--- config.mk ---
export PLATFORM = sky130hd
export DESIGN_NAME = half_word_loader
export DESIGN_NICKNAME = d
export VERILOG_FILES = /design/src/rtl/half_word_loader_pkg.sv /design/src/rtl/half_word_loader.sv
export SDC_FILE = /design/constraint.sdc
export NUM_CORES = 1
export LEC_CHECK = 0
export CAP_MARGIN = 20
export CORE_ASPECT_RATIO = 1.4
export CORE_MARGIN = 10
export CORE_UTILIZATION = 48
export DETAILED_ROUTE_END_ITERATION = 10
export PLACE_DENSITY = 0.91
export RECOVER_POWER = 25
export SKIP_CTS_REPAIR_TIMING = 1
export SLEW_MARGIN = 10
export SYNTH_ARGS = -nofsm -noshare
export SYNTH_HDL_FRONTEND = slang
export SYNTH_SLANG_ARGS = --single-unit
--- constraint.sdc ---
create_clock -name CLK -period 4.4 [get_ports CLK]
set_input_delay 0.88 -clock CLK [delete_from_list [all_inputs] [get_ports CLK]]
set_output_delay 0.88 -clock CLK [all_outputs]
set_load 0.1 [all_outputs]
--- src/rtl/half_word_loader_pkg.sv ---
// Shared encodings for the half-word loader: FSM states, request modes and
// the select codes understood by the external half-word mux.
`timescale 1ns/1ps
package half_word_loader_pkg;

  typedef enum logic [1:0] {
    ST_IDLE = 2'b00,
    ST_LOW  = 2'b01,
    ST_HIGH = 2'b10,
    ST_DONE = 2'b11
  } state_t;

  localparam logic [1:0] MODE_LO   = 2'b00;  // zero-extend low half
  localparam logic [1:0] MODE_HI   = 2'b01;  // low half placed in upper half
  localparam logic [1:0] MODE_FULL = 2'b10;  // full word in two passes
  localparam logic [1:0] MODE_ILL  = 2'b11;  // illegal, flagged as error

  localparam logic [1:0] SEL_LO   = 2'b00;
  localparam logic [1:0] SEL_HI   = 2'b01;
  localparam logic [1:0] SEL_ZERO = 2'b10;

endpackage

--- src/rtl/half_word_loader.sv ---
// Half-word loader: sequences an external half-word mux to build a word
// one half at a time, OR-ing each mux result into an accumulator.
`timescale 1ns/1ps
module half_word_loader
  import half_word_loader_pkg::*;
#(
  parameter int W = 32
) (
  input  logic         CLK,
  input  logic         RESET,
  input  logic         req_valid,
  output logic         req_ready,
  input  logic [1:0]   req_mode,
  input  logic [W-1:0] req_data,
  output logic [1:0]   mux_sel,
  output logic [W-1:0] mux_dato,
  input  logic [W-1:0] mux_out,
  output logic         res_valid,
  input  logic         res_ready,
  output logic [W-1:0] res_data,
  output logic         res_err,
  output logic         busy
);

  localparam int H = W / 2;

  state_t       state_reg;
  state_t       state_next;
  logic [W-1:0] word_reg;
  logic [1:0]   mode_reg;
  logic [W-1:0] acc_reg;
  logic         err_reg;
  logic         accept;

  // Requests are only taken in IDLE and never while reset is held.
  assign req_ready = (state_reg == ST_IDLE) && !RESET;
  assign accept    = req_valid && req_ready;

  assign busy      = (state_reg != ST_IDLE);
  assign res_valid = (state_reg == ST_DONE);
  assign res_data  = res_valid ? acc_reg : '0;
  assign res_err   = res_valid && err_reg;

  // State register.
  always_ff @(posedge CLK or posedge RESET) begin
    if (RESET) begin
      state_reg <= ST_IDLE;
    end else begin
      state_reg <= state_next;
    end
  end

  // Next-state logic and mux drive for the current phase.
  always_comb begin
    state_next = state_reg;
    mux_sel    = SEL_ZERO;
    mux_dato   = '0;
    case (state_reg)
      ST_IDLE: begin
        if (accept) begin
          case (req_mode)
            MODE_LO, MODE_FULL: state_next = ST_LOW;
            MODE_HI:            state_next = ST_HIGH;
            default:            state_next = ST_DONE;
          endcase
        end
      end
      ST_LOW: begin
        mux_sel    = SEL_LO;
        mux_dato   = word_reg;
        state_next = (mode_reg == MODE_FULL) ? ST_HIGH : ST_DONE;
      end
      ST_HIGH: begin
        mux_sel    = SEL_HI;
        mux_dato   = word_reg;
        state_next = ST_DONE;
      end
      ST_DONE: begin
        if (res_ready) begin
          state_next = ST_IDLE;
        end
      end
      default: state_next = ST_IDLE;
    endcase
  end

  // Request latches and accumulator. For a full-word load the latched word
  // is shifted down one half after the low pass, so the high pass (which
  // moves the low half of its operand to the top) delivers the upper half.
  always_ff @(posedge CLK or posedge RESET) begin
    if (RESET) begin
      word_reg <= '0;
      mode_reg <= '0;
      acc_reg  <= '0;
      err_reg  <= 1'b0;
    end else begin
      case (state_reg)
        ST_IDLE: begin
          if (accept) begin
            word_reg <= req_data;
            mode_reg <= req_mode;
            acc_reg  <= '0;
            err_reg  <= (req_mode == MODE_ILL);
          end
        end
        ST_LOW: begin
          acc_reg <= acc_reg | mux_out;
          if (mode_reg == MODE_FULL) begin
            word_reg <= word_reg >> H;
          end
        end
        ST_HIGH: begin
          acc_reg <= acc_reg | mux_out;
        end
        default: begin
        end
      endcase
    end
  end

endmodule
==> metrics.json <==
{
  "finalSetupViolCount": 0,
  "timing.max_slew.rel_slack": 0.00362,
  "first_global_vias": 2794,
  "rsz0062_at_grt": "false",
  "ff_latch_area_um2": 1730,
  "mux_cell_area_share_after_synthesis": 0.201,
  "cap_viol_max_count": 1,
  "grt_first_pass_wirelength_um": 14400,
  "timing.final.max_slew_violations": 0,
  "synth_top_family_by_area": "multiplexers",
  "h-tree-depth": 3,
  "seq_area_frac_synth": 0.478,
  "postSynthCellCount": 315,
  "run_status": "finished, violations left",
  "post_route_cells_drive_above_1_share": 0.307,
  "grt_use_total": 0.158,
  "globalRouteOverflowTotal": 0,
  "chipHeight_um": 123,
  "port_buffers": 139,
  "dr.pass1.iters": 4,
  "dr_total_vias": 2681,
  "mostFrequentLayoutCell": "sky130_fd_sc_hd__buf_4",
  "crit_fanout": 8,
  "synth_xor_area_frac": 0,
  "ant_nets": 0,
  "worstSetupEndpointType": "output pin",
  "cts_root_buffer": "sky130_fd_sc_hd__clkbuf_8",
  "final-hold-violation-count": 0,
  "mostFrequentLayoutCells": "sky130_fd_sc_hd__buf_4 (71), sky130_fd_sc_hd__clkdlybuf4s50_1 (70), sky130_fd_sc_hd__dfrtp_1 (69)",
  "final_net_count": 523,
  "grt_start_max_net_pins": 40,
  "synth_async_sr_flop_share": 1.00,
  "ys.flop_type": "sky130_fd_sc_hd__dfrtp_1",
  "floorplan.die.width_um": 93.3,
  "routed_wl_um": 9230,
  "drtIter0Drc": 66,
  "post_synth.cell_area_avg_um2": 11.5,
  "clock_sinks": 69,
  "clk_path_buf_depth": 2,
  "regToRegStartpoint": "state_reg[1]",
  "worstSetupEndpoint": "busy",
  "fin_skew_ns": 0.00509,
  "hold_path_startpoint": "err_reg",
  "top_level_ports": 140,
  "worst-endpoint-required_ns": 3.52,
  "timing.critical_path.from": "state_reg[0]",
  "post_synth_fa_ha_maj_area_fraction": 0.0139,
  "tightestPinTransition_ns": 1.49,
  "violations": "capacitance limit",
  "worst-setup-path-type": "reg2out",
  "placement.setup.worst_slack_ns": 1.41,
  "period_share": 0.731,
  "die_area_um2": 11400,
  "ys_ff_latch": 69,
  "route.detailed.wl_per_inst_um": 16.8,
  "post-route-drc-count": 0,
  "place.gp.congestion": 0.777,
  "clock_latency_ns": 0.33,
  "grt_antenna_before_repair": 0,
  "worst_r2r_endpoint": "word_reg[31]",
  "insertedDiodeCount": 0,
  "yosys.area_share.simple": 0.197,
  "syn_nets": 389,
  "clkSlewWorstSetupHoldPaths_ns": 0.07,
  "worst_hold_path_type": "reg2reg",
  "clock_buffers_created_by_tritoncts": 9,
  "tritoncts_clock_tree": "built",
  "fmax_ghz": 0.311,
  "synth_compound_area_frac": 0.0627,
  "critPathArrivalTime_ns": 2.34,
  "r2r.worst_path.cells": 5,
  "number_of_enable_type_register_cells_in_the_synthesized_netlist": 0,
  "post_drt_via_cell_ratio": 4.87,
  "place_hpwl_um": 7100,
  "setup_slack_ns": 1.18,
  "r2r_setup_slack_ns": 1.21,
  "initial_core_util": 0.491,
  "cp-start-kind": "register",
  "timing.setup.tns_ns": 0,
  "min_period_ns": 3.22,
  "netlist_area_um2": 3610,
  "syn2layout_area_growth_pct": 37.5,
  "core_region_area_um2": 7360,
  "nFillCells": 573,
  "synth-warning-count": 0,
  "synth_cell_types": 26,
  "multiInputGateArea_um2": 1680,
  "placementRows": 37
}
==> worst max-delay path, cell delays in order (launching register included) <==
cell	delay, ns
sky130_fd_sc_hd__dfrtp_1	0.39
sky130_fd_sc_hd__inv_1	0.08
sky130_fd_sc_hd__ha_1	0.29
sky130_fd_sc_hd__inv_1	0.10
sky130_fd_sc_hd__clkdlybuf4s50_1	1.14
==> through the flow <==
| stage | cells | hold slack (ns) | area, um^2 | util |
|---|---|---|---|---|
| after floorplan | 315 | 0.442 | 3610 | - |
| after global placement | 534 | 0.460 | 4830 | 0.656 |
| after detailed placement | 534 | 0.467 | 4830 | 0.656 |
| after CTS | 549 | 0.481 | 4990 | 0.678 |
| after global routing | 550 | 0.506 | 4970 | 0.675 |
| final | 550 | 0.479 | 4970 | 0.675 |
==> worst min path at each step <==
stage / end / depth (start not counted)
6_report: err_reg / 2
5_1_grt: err_reg / 2
4_1_cts: err_reg / 2
3_5_place_dp: err_reg / 2
3_3_place_gp: err_reg / 2
2_1_floorplan: err_reg / 2
==> area by class of cell <==
class / count / share of cell area
Inverter: 6 / 0.00453
Clock inverter: 2 / 0.00202
Tap cell: 97 / 0.0244
Sequential cell: 69 / 0.348
Clock buffer: 13 / 0.0300
Timing Repair Buffer: 143 / 0.253
Multi-Input combinational cell: 220 / 0.338
==> per-layer routing <==
metal	GRT usage	wire length (um)
met5	0	0
met4	0.0464	68
met3	0.0648	918
met2	0.259	4480
met1	0.186	3760
==> kinds of logic (layout without fill, tap and decap cells) <==
kind of cell	after synthesis	after routing
buffers and inverters	26	164
AOI/OAI and AO/OA	39	39
adders and majority gates	4	4
DFF	69	69
and+or+nand+nor	127	127
muxes	50	50
==> synthesized netlist by cell type (2+ instances only) <==
master | instances | share of area
sky130_fd_sc_hd__clkbuf_1 | 7 | 0.0073
sky130_fd_sc_hd__dfrtp_1 | 69 | 0.48
sky130_fd_sc_hd__a21oi_1 | 34 | 0.047
sky130_fd_sc_hd__nand2_2 | 2 | 0.0035
sky130_fd_sc_hd__and2_1 | 65 | 0.11
sky130_fd_sc_hd__nor2b_1 | 16 | 0.028
sky130_fd_sc_hd__ha_1 | 4 | 0.014
sky130_fd_sc_hd__buf_2 | 3 | 0.0042
sky130_fd_sc_hd__nand2_1 | 3 | 0.0031
sky130_fd_sc_hd__nor2_1 | 36 | 0.037
sky130_fd_sc_hd__inv_1 | 6 | 0.0062
sky130_fd_sc_hd__mux2_4 | 43 | 0.18
sky130_fd_sc_hd__buf_6 | 6 | 0.019
sky130_fd_sc_hd__buf_4 | 3 | 0.0062
sky130_fd_sc_hd__mux2_2 | 7 | 0.022
Power is left out: the tool's default activity adds up to more than one toggle a clock period on the data nets, which glitch-free logic cannot reach.
